`config.mk`:
```
export PLATFORM = sky130hd
export DESIGN_NAME = pipe_ctrl_unit
export DESIGN_NICKNAME = d
export VERILOG_FILES = /design/src/rtl/pipe_ctrl_unit.sv
export SDC_FILE = /design/constraint.sdc
export NUM_CORES = 1
export LEC_CHECK = 0
export BUFFER_PORTS_ARGS = -buffer_cell sky130_fd_sc_hd__buf_2
export CORE_MARGIN = 4
export CORE_UTILIZATION = 56
export CTS_CLUSTER_DIAMETER = 200
export CTS_CLUSTER_SIZE = 16
export DETAILED_ROUTE_END_ITERATION = 10
export GPL_TIMING_DRIVEN = 0
export PLACE_DENSITY_LB_ADDON = 0.1
export SLEW_MARGIN = 15
export SYNTH_ARGS = -nofsm -noshare
export SYNTH_HDL_FRONTEND = slang
export SYNTH_SLANG_ARGS = --single-unit
```
`constraint.sdc`:
```
create_clock -name clk -period 4.9 [get_ports clk]
set_input_delay 0.49 -clock clk [delete_from_list [all_inputs] [get_ports clk]]
set_output_delay 0.49 -clock clk [all_outputs]
set_load 0.01 [all_outputs]
```
`src/rtl/pipe_ctrl_unit.sv`:
```
// rtl/pipe_ctrl_unit.sv - decode plus ID/EX/MEM/WB control pipeline with load-use and branch-flush handling
module pipe_ctrl_unit #(
    parameter int INST_W  = 16,
    parameter int RADDR_W = 4,
    parameter int CNT_W   = 16
) (
    input  logic               clk,
    input  logic               rst_n,
    input  logic               inst_valid,
    input  logic [INST_W-1:0]  inst,
    input  logic               stall_ext,
    input  logic               br_taken,
    output logic               id_ready,
    output logic               id_out_en,
    output logic               ex_lr_en,
    output logic               ex_brx,
    output logic [3:0]         ex_alu_sel,
    output logic [1:0]         ex_br_sel,
    output logic               mem_wr_en,
    output logic               mem_imm_sel,
    output logic               wb_wb_sel,
    output logic               wb_data_sel,
    output logic               wb_reg_en,
    output logic [RADDR_W-1:0] ex_rd,
    output logic [CNT_W-1:0]   stall_cnt,
    output logic [CNT_W-1:0]   flush_cnt
);

    logic [3:0]         opcode;
    logic [RADDR_W-1:0] rd;
    logic [RADDR_W-1:0] rs1;
    logic [RADDR_W-1:0] rs2;

    assign opcode = inst[INST_W-1 -: 4];
    assign rd     = inst[INST_W-5 -: RADDR_W];
    assign rs1    = inst[INST_W-5-RADDR_W -: RADDR_W];
    assign rs2    = inst[INST_W-5-2*RADDR_W -: RADDR_W];

    logic       d_lr_en;
    logic       d_brx;
    logic [3:0] d_alu_sel;
    logic [1:0] d_br_sel;
    logic       d_wr_en;
    logic       d_imm_sel;
    logic       d_wb_sel;
    logic       d_reg_en;
    logic       d_out_en;
    logic       d_uses_rs;

    // Opcode decode into per-stage control fields; anything unlisted stays 0
    always_comb begin
        d_lr_en   = 1'b0;
        d_brx     = 1'b0;
        d_alu_sel = 4'd0;
        d_br_sel  = 2'b00;
        d_wr_en   = 1'b0;
        d_imm_sel = 1'b0;
        d_wb_sel  = 1'b0;
        d_reg_en  = 1'b0;
        d_out_en  = 1'b0;
        d_uses_rs = 1'b0;
        case (opcode)
            4'h1, 4'h2, 4'h3, 4'h4, 4'h5: begin
                d_alu_sel = opcode;
                d_reg_en  = 1'b1;
                d_uses_rs = 1'b1;
            end
            4'h6: begin
                d_out_en  = 1'b1;
                d_alu_sel = 4'd6;
                d_uses_rs = 1'b1;
            end
            4'h7: begin
                d_alu_sel = 4'd7;
                d_reg_en  = 1'b1;
            end
            4'h8: begin
                d_alu_sel = 4'd8;
                d_uses_rs = 1'b1;
            end
            4'h9: d_br_sel = 2'b01;
            4'hA: begin
                d_br_sel = 2'b10;
                d_brx    = inst[INST_W-5];
            end
            4'hB: begin
                d_br_sel = 2'b01;
                d_lr_en  = 1'b1;
            end
            4'hC: d_br_sel = 2'b11;
            4'hD: begin
                d_wb_sel = 1'b1;
                d_reg_en = 1'b1;
            end
            4'hE: begin
                d_alu_sel = 4'd9;
                d_wr_en   = 1'b1;
                d_uses_rs = 1'b1;
            end
            4'hF: begin
                d_imm_sel = 1'b1;
                d_reg_en  = 1'b1;
            end
            default: d_alu_sel = 4'd0;
        endcase
    end

    // EX-stage copies of fields that later stages still need
    logic ex_wr_en;
    logic ex_imm_sel;
    logic ex_wb_sel;
    logic ex_reg_en;
    logic mem_wb_sel;
    logic mem_reg_en;
    logic hazard;
    logic load_ex;

    // Only a LOAD sets wb_sel, so ex_wb_sel marks a valid LOAD sitting in EX
    assign hazard    = ex_wb_sel & inst_valid & d_uses_rs & ((ex_rd == rs1) | (ex_rd == rs2));
    assign id_ready  = ~stall_ext & (~hazard | br_taken);
    assign id_out_en = d_out_en & inst_valid & id_ready;
    assign load_ex   = inst_valid & ~hazard & ~br_taken;
    assign wb_data_sel = 1'b0;

    // EX stage register: take the decoded instruction or a bubble, hold on stall_ext
    always_ff @(posedge clk or negedge rst_n) begin
        if (!rst_n) begin
            ex_lr_en   <= 1'b0;
            ex_brx     <= 1'b0;
            ex_alu_sel <= 4'd0;
            ex_br_sel  <= 2'b00;
            ex_wr_en   <= 1'b0;
            ex_imm_sel <= 1'b0;
            ex_wb_sel  <= 1'b0;
            ex_reg_en  <= 1'b0;
            ex_rd      <= '0;
        end else if (!stall_ext) begin
            ex_lr_en   <= load_ex & d_lr_en;
            ex_brx     <= load_ex & d_brx;
            ex_alu_sel <= load_ex ? d_alu_sel : 4'd0;
            ex_br_sel  <= load_ex ? d_br_sel : 2'b00;
            ex_wr_en   <= load_ex & d_wr_en;
            ex_imm_sel <= load_ex & d_imm_sel;
            ex_wb_sel  <= load_ex & d_wb_sel;
            ex_reg_en  <= load_ex & d_reg_en;
            ex_rd      <= load_ex ? rd : '0;
        end
    end

    // MEM and WB stage registers simply shift forward when not externally stalled
    always_ff @(posedge clk or negedge rst_n) begin
        if (!rst_n) begin
            mem_wr_en   <= 1'b0;
            mem_imm_sel <= 1'b0;
            mem_wb_sel  <= 1'b0;
            mem_reg_en  <= 1'b0;
            wb_wb_sel   <= 1'b0;
            wb_reg_en   <= 1'b0;
        end else if (!stall_ext) begin
            mem_wr_en   <= ex_wr_en;
            mem_imm_sel <= ex_imm_sel;
            mem_wb_sel  <= ex_wb_sel;
            mem_reg_en  <= ex_reg_en;
            wb_wb_sel   <= mem_wb_sel;
            wb_reg_en   <= mem_reg_en;
        end
    end

    // Saturating event counters; a taken branch wins over a coincident hazard
    always_ff @(posedge clk or negedge rst_n) begin
        if (!rst_n) begin
            stall_cnt <= '0;
            flush_cnt <= '0;
        end else if (!stall_ext) begin
            if (br_taken) begin
                if (flush_cnt != '1) flush_cnt <= flush_cnt + 1'b1;
            end else if (hazard) begin
                if (stall_cnt != '1) stall_cnt <= stall_cnt + 1'b1;
            end
        end
    end

endmodule

```
; Word level (Yosys, flattened, before mapping)
; Index checks and enable logic that the tools add are counted.
[word_totals]
reg_bits = 54
in_bits = 21
output_inout_bits = 51
word_cells = 76
[op_classes]
add_sub_neg = 2
n_eq_ne = 19
n_mux = 13
bitwise = 19
reduce_logical = 6
[ops]
columns = op, count
row1 = "16-bit by 1-bit adder with 16-bit output, second input constant", 2
row2 = "4-bit equality test, second input constant", 8
row3 = "16-bit != test, second input constant", 2
row4 = 4-bit one-hot mux with 5 select lines, 1
row5 = "4-bit by 3-bit equality test with 1-bit output, second input constant", 4
row6 = 8-bit OR reduction, 2
row7 = 1-bit bitwise AND, 14
row8 = "4-bit by 2-bit equality test with 1-bit output, second input constant", 2
row9 = 4-bit equality test, 2
row10 = 1-bit two-way mux, 8
row11 = 4-bit two-way mux, 2
row12 = 2-bit one-hot mux with 3 select lines, 1
row13 = 5-bit OR reduction, 1
row14 = "4-bit by 1-bit equality test with 1-bit output, second input constant", 1
row15 = 4-bit AND reduction, 1
row16 = 1-bit inverter, 3
row17 = 3-bit AND reduction, 1
row18 = 2-bit two-way mux, 1
row19 = 1-bit OR, 2
row20 = 2-bit OR reduction, 1

; Logic depth before layout (Yosys ltp)
; Gate-level depths: netlist of the first run.
[logic_depth]
depth_word = 9
depth_mapped = 9
mapped_depth_nobuf = 6

; Least setup slack after synthesis of the first run
; No wires, ideal clock.
[synth_timing]
path_type = input port to output port
start = input port inst[15]
end = output port id_out_en
t_arrival_ns = 1.743
required_time_ns = 4.410
path_slack_ns = 2.667
path_stages = 6
path_buffers = 1
path_cell_list = clkbuf_1 -> or4_1 -> o2111ai_1 -> or3_4 -> nor2_1 -> nor3_1
[synth_between]
elab_chain_cells = 9
elab_cells_between_ends = 18
cone_classes = eq/ne: 8 / mux: 2 / bitwise: 7 / reduce/logical: 1
[synth_rtl]
columns = element, line_no
row1 = from (decl), 10  ; input logic [INST_W-1:0] inst,
row2 = "4-bit equality test, or another cell as far along", 62  ; case (opcode)
row3 = 8-bit OR reduction (no source line), n/a
row4 = 1-bit two-way mux, 62
row5 = 1-bit bitwise AND (2 in a row), 119  ; assign hazard = ex_wb_sel & inst_valid & d_uses_rs & ((ex_rd == rs1) | (ex_rd == rs2));
row6 = 1-bit inverter, 120  ; assign id_ready = ~stall_ext & (~hazard | br_taken);
row7 = 1-bit OR, 120
row8 = 1-bit bitwise AND, 120
row9 = 1-bit bitwise AND (*), 121  ; assign id_out_en = d_out_en & inst_valid & id_ready;
row10 = to (decl), 14  ; output logic id_out_en,
; Every way passes the cells marked *; elsewhere a longest branch is shown, timed or not.

; Worst setup path after layout of the first run
[layout_timing]
start = register ex_rd[0]
end = output port id_out_en
[layout_between]
elab_chain_cells = 7
elab_cells_between_ends = 8
cone_classes = eq/ne: 2 / bitwise: 6
[layout_rtl]
columns = element, line_no
row1 = from (decl), 24  ; output logic [RADDR_W-1:0] ex_rd,
row2 = from (signal assigned), 146  ; ex_rd <= load_ex ? rd : '0;
row3 = 4-bit equality test, 119
row4 = 1-bit OR (*), 119
row5 = 1-bit bitwise AND (*), 119
row6 = 1-bit inverter (*), 120
row7 = 1-bit OR (*), 120
row8 = 1-bit bitwise AND (*), 120
row9 = 1-bit bitwise AND (*), 121
; Marks and branches as above.

==> results of run 1 <==
## state kept, by name, summed over array words and instances, names as in the netlist, 2 cells and up
signal	count
ex_alu_sel	4
ex_br_sel	2
ex_rd	4
flush_cnt	16
stall_cnt	16
## cell usage after synthesis, drive strengths merged, types with 2 or more instances
cell | instances | area (µm²)
nor2 | 14 | 52.55
xor2 | 8 | 70.07
nand4 | 12 | 75.07
o21ai | 3 | 15.01
and3 | 8 | 50.05
buf | 5 | 40.04
a22o | 9 | 88.84
a21oi | 5 | 25.02
nand3 | 17 | 85.08
dfrtp | 54 | 1351
or3 | 2 | 17.52
a32o | 4 | 41.29
and4 | 2 | 17.52
nor3 | 5 | 25.02
ha | 2 | 25.02
nand2b | 2 | 12.51
inv | 4 | 15.01
nand2 | 15 | 56.30
xnor2 | 30 | 262.8
mux2 | 8 | 90.09
clkbuf | 5 | 18.77
## through the flow
stage	total power [µW]	setup slack, ps	utilization [%]
4_1_cts	919.8	2274	69.26
2_1_floorplan	602.4	2667	-
3_3_place_gp	665.9	2465	67.21
6_report	907.7	2309	69.32
3_5_place_dp	670.8	2457	67.21
5_1_grt	959.4	2117	69.32
## logic make-up (layout without fill, tap and decap cells)
family	after synthesis	after routing	share of synthesized area [%]
AND/OR/NAND/NOR	85	85	18.07
flip-flops	54	54	53.18
XOR/XNOR	38	38	13.10
AO/OA/AOI/OAI	25	25	8.075
buffers and inverters	14	90	2.905
multiplexers	8	8	3.545
adder cells (fa/ha/maj)	2	2	0.9846
other	1	1	0.1476
## power by group
| part | internal, µW | switching, µW |
|---|---|---|
| registers | 477 | 38.4 |
| logic | 69.1 | 75.2 |
| clock network | 101 | 147 |
## final cells by class
cell class	instances	area, µm²	area share, %
tap	52	65.06	2.141
inverter	4	15.01	0.4940
buffer	10	58.81	1.935
clock buffer	5	68.82	2.264
multi-input combinational	159	1116	36.72
timing repair buffer	68	342.8	11.28
clock inverter	3	21.27	0.6999
sequential	54	1351	44.46
## worst max-delay path, stage by stage (launching register included)
cell and delay [ps]:
dfrtp_1 440, xor2_1 180, nor4_2 250, a41oi_1 120, or3_4 450, nor2_1 140
nor3_1 70, buf_2 150
## worst min path at each step
stage / to / slack, ps / depth (start not counted)
after global placement: stall_cnt[13]$_DFFE_PN0P_ / 470 / 1
after CTS: ex_rd[1]$_DFFE_PN0N_ / 390 / 2
after detailed placement: ex_brx$_DFFE_PN0N_ / 480 / 1
after global routing: flush_cnt[15]$_DFFE_PN0P_ / 250 / 1
final: flush_cnt[15]$_DFFE_PN0P_ / 180 / 1
after floorplan: ex_alu_sel[0]$_DFFE_PN0N_ / 190 / 0
## routing by layer
layer	global-route usage, %	vias up
li1	-	952
met1	26.04	942
met2	29.34	58
met3	4.881	8
met4	7.961	0
met5	0	-
## placed cells by master, fill, tap and decap left out, types with 2 or more instances in the layout
| cell | n |
|---|---|
| buf_2 | 69 |
| dfrtp_1 | 54 |
| xnor2_1 | 30 |
| nand3_1 | 17 |
| nand2_1 | 15 |
| nor2_1 | 14 |
| nand4_1 | 12 |
| xor2_1 | 8 |
| and3_1 | 8 |
| a22o_2 | 8 |
| mux2_2 | 8 |
| clkbuf_1 | 5 |
| a21oi_1 | 5 |
| nor3_1 | 5 |
| clkbuf_8 | 5 |
| inv_1 | 3 |
| a32o_1 | 3 |
| o21ai_0 | 3 |
| nand2b_1 | 2 |
| and4_1 | 2 |
| buf_6 | 2 |
| ha_1 | 2 |
| buf_4 | 2 |
==> reports/results.tsv, run 1 <==
metric	value	unit
min_period_over_period	52.88	%
die_area	5680	µm²
grt_max_degree	55	
synth_edf_count	0	
rows	24	
worstReg2RegStart	ex_rd[0]$_DFFE_PN0N_	
post_cts_resized	0	
grt_pass1_vias	1787	
status	complete, no violations	
r2r_cells	8	
crit_type	reg -> out	
grt_first_pass_wirelength	8266	µm
io-pin-count	72	
required	4410	ps
clk_latency	310	ps
portBuffers	68	
synth_async_sr_flop_share	100.0	%
crit_arrival	2100	ps
end_kind	output port	
cp-start-kind	flop	
die_x	75.37	µm
dieHeight	75.37	µm
yosysSeqAreaShare	53.18	%
synth-seq-cells	54	
vias_per_cell	5.521	
fin_tns_setup	0	ps
drc	0	
yosysUniqueCellTypes	40	
cts_tree	yes	
firstDrtPassIters	4	
place.detailed.hpwl	3767	µm
nNetsFinal	325	
setup.worst_path.end	id_out_en	
holdWs	182.8	ps
placed_cell_area	2947	µm²
hold_buffers	0	
postCtsSetupBuffers	0	
finalNonFillerCells	355	
fill_cells	340	
placed_cells	347	
met2WireLength	2388	µm
top_layer	met4	
netlist_area	2541	µm²
worstHoldPathType	in -> async	
cts_made_buffers	5	
design_area	3039	µm²
syn_area_per_cell	11.19	µm²
ys.flop_type	dfrtp_1	
slew_violations	0	
leakage	0.001556	µW
power_density	298.7	nW/µm²
fin_skew	9.644	ps
wl_met1	2331	µm
slew_headroom	56.28	%
synth_fp_nets	250	
root_buffer	clkbuf_8	
core	4384	µm²
grt_usage	19.13	%
startpoint	ex_rd[0]$_DFFE_PN0N_	
fmax	385.9	MHz
setup_viol	0	
routed-via-count	1960	
clock-sinks	54	
area_growth	19.60	%
rsz0062_at_grt	no	
grt_antenna_before_repair	0	
grt_overflow	0	
wl_per_cell	14.48	µm
ant_nets	0	
worst_ir_drop_vdd	0.1754	mV
timing.rr.end	stall_cnt[4]$_DFFE_PN0P_	
initial_core_util	57.96	%
yosysWarnings	0	
regToRegSetupSlack	2810	ps
min_period	2591	ps
place.gp.congestion	0.8757	
wl_met3	335	µm
htree_levels	2	
tightest_slew	655.8	ps
critPathMaxFanout	4	
antenna_cells	0	
drt_iter0_drc	97	
hold_violations	0	
max_cap_violations	0	
clk_path_buf_depth	2	
clk_pin_slew	100	ps
drive_gt1_share	34.32	%
netlist_instances	227	
wl	5140	µm
No activity file was read; power rests on OpenSTA's default activity.
==> run 2: changes to the inputs <==
CORE_UTILIZATION = 52   (was 56)
clock period = 2.7 ns   (was 4.9 ns; I/O delays follow)
==> reports/results.tsv, run 2 (synthesis results as in run 1) <==
metric	value	unit	change
clk_pin_slew	90	ps	about the same
worstHoldPathType	in -> reg		
regToRegSetupSlack	570	ps	-2240 ps
clk_path_buf_depth	2		unchanged
dp_slack	597.3	ps	-1859 ps
area_growth	22.21	%	
final_util	65.75	%	-3.6 points
final_common_cell	buf_2		
fin_tns_setup	0	ps	unchanged
top_usage_layer	met2		
crit_type	reg -> out		
worst_ir_drop_vdd	0.3149	mV	+80%
worstReg2RegStart	ex_rd[1]$_DFFE_PN0N_		
internal-power	1271	µW	+97%
drt_iter0_drc	70		-28%
seqPwrFrac	53.7	%	-3.1 points
io-pin-count	72		unchanged
rows	25		+4.2%
drc	0		unchanged
grt_usage	18.10	%	-1.0 points
setup_viol	0		unchanged
fin_ws	320.9	ps	-1988 ps
swShare	27.24	%	-1.5 points
drive_gt1_share	34.10	%	-0.23 points
firstDrtPassIters	6		+2
status	complete, no violations		
max_cap_violations	0		unchanged
grt_pass1_vias	1905		+6.6%
fill_cells	396		+16%
portBuffers	68		unchanged
cts_tree	yes		
dieHeight	77.91	µm	+3.4%
min_from	inst[9]		
r2r_cells	8		unchanged
cp-start-kind	flop		
ant_nets	0		unchanged
use_met1	24.89	%	-1.2 points
crit_arrival	2110	ps	about the same
htree_levels	2		unchanged
routed-via-count	1922		-1.9%
wl	5144	µm	about the same
grt_antenna_before_repair	0		unchanged
grtUsageMet3	4.756	%	-0.12 points
largest_registers	flush_cnt: 16 flops, stall_cnt: 16 flops		
antenna_cells	0		unchanged
holdWs	184.0	ps	+1.239 ps
power_frac_comb	15.2	%	-0.7 points
clk_latency	310	ps	about the same
fmax	420.3	MHz	
grt_overflow	0		unchanged
timing.rr.end	stall_cnt[4]$_DFFE_PN0P_		
wl_per_cell	13.83	µm	-4.5%
hold_end	ex_rd[1]$_DFFE_PN0N_		
cts_made_buffers	5		unchanged
die_x	77.91	µm	+3.4%
clock-sinks	54		unchanged
end_kind	output port		
power.switching	476.0	µW	+83%
place.detailed.hpwl	3852	µm	+2.2%
nNetsFinal	327		+0.62%
postCtsSetupBuffers	0		unchanged
initial_core_util	53.80	%	-4.2 points
grt_max_degree	35		-36%
hold_violations	0		unchanged
mostFrequentLayoutCells	buf_2 (70), dfrtp_1 (54), xnor2_1 (30)		
fin_skew	8.279	ps	-1.365 ps
slew_violations	0		unchanged
grt_first_pass_wirelength	8894	µm	+7.6%
core	4723	µm²	+7.7%
rsz0062_at_grt	no		
grt_use_met2	28.51	%	-0.83 points
min_path_cells	2		
min_period_over_period	88.11	%	
place.gp.congestion	0.8478		-3.2%
required	2430	ps	-1980 ps
die_area	6069	µm²	+6.9%
min_period	2379	ps	
power_density	562.7	nW/µm²	+88%
vias_per_cell	5.167		-6.4%
power_frac_clock	31.1	%	+3.8 points
critPathMaxFanout	4		unchanged
leakage	0.001576	µW	+1.3%
root_buffer	clkbuf_8		
-- run 2: changes by cell type in the layout (fill, tap and decap cells not counted), sizes merged --
| cell | before | now |
|---|---|---|
| clkbuf | 10 | 11 |
| bufinv | 0 | 1 |
| clkinv | 2 | 0 |
| buf | 73 | 74 |
| dlygate4sd3 | 0 | 1 |
-- run 2: worst max path at each step --
stage	from	endpoint	slack (ps)
floorplan	ex_rd[1]$_DFFE_PN0N_	ex_alu_sel[1]$_DFFE_PN0N_	760
global placement	ex_rd[1]$_DFFE_PN0N_	stall_cnt[4]$_DFFE_PN0P_	660
detailed placement	ex_rd[1]$_DFFE_PN0N_	stall_cnt[4]$_DFFE_PN0P_	600
CTS	ex_rd[1]$_DFFE_PN0N_	id_out_en	310
global route	ex_rd[1]$_DFFE_PN0N_	id_out_en	210
finish	ex_rd[1]$_DFFE_PN0N_	id_out_en	320
-- run 2: layer usage --
metal,vias up,wire [µm]
li1,959,-
met1,905,2433
met2,52,2324
met3,6,325
met4,0,61
met5,-,0
-- run 2: worst max-delay path: stages, from the launching register on --
cell     delay, ps
dfrtp_1        440
xor2_1         170
nor4_2         280
a41oi_1        120
or3_4          450
nor2_1         140
nor3_1          60
buf_2          150
-- run 2: power by group through the flow --
stage | Sequential [µW] | Clock [µW] | Combinational (µW)
after floorplan | 969 | 0 | 125
after global placement | 951 | 0 | 258
after detailed placement | 955 | 0 | 269
after CTS | 938 | 560 | 271
after global routing | 952 | 588 | 298
final | 939 | 543 | 265
-- run 2: layout make-up --
cell class / count / area (µm²) / area share, %
Buffer: 10 / 58.81 / 1.894
Clock buffer: 6 / 72.57 / 2.337
Clock inverter: 2 / 37.54 / 1.209
Inverter: 4 / 15.01 / 0.4835
Multi-Input combinational cell: 159 / 1116 / 35.94
Sequential cell: 54 / 1351 / 43.51
Tap cell: 67 / 83.83 / 2.699
Timing Repair Buffer: 70 / 370.4 / 11.93
-- run 2: per-stage QoR --
step | area, µm² | total power (µW) | std cells
final | 3105 | 1747 | 372
after global routing | 3105 | 1838 | 372
after CTS | 3105 | 1769 | 372
after detailed placement | 2985 | 1223 | 363
after global placement | 2965 | 1209 | 362
after floorplan | 2541 | 1093 | 227
-- run 2: what timing repair did --
item,4_1_cts,5_1_grt
hold endpoints to repair,20,0
hold buffers,1,0
resized for setup,0,0
endpoints found under the setup margin,0,0
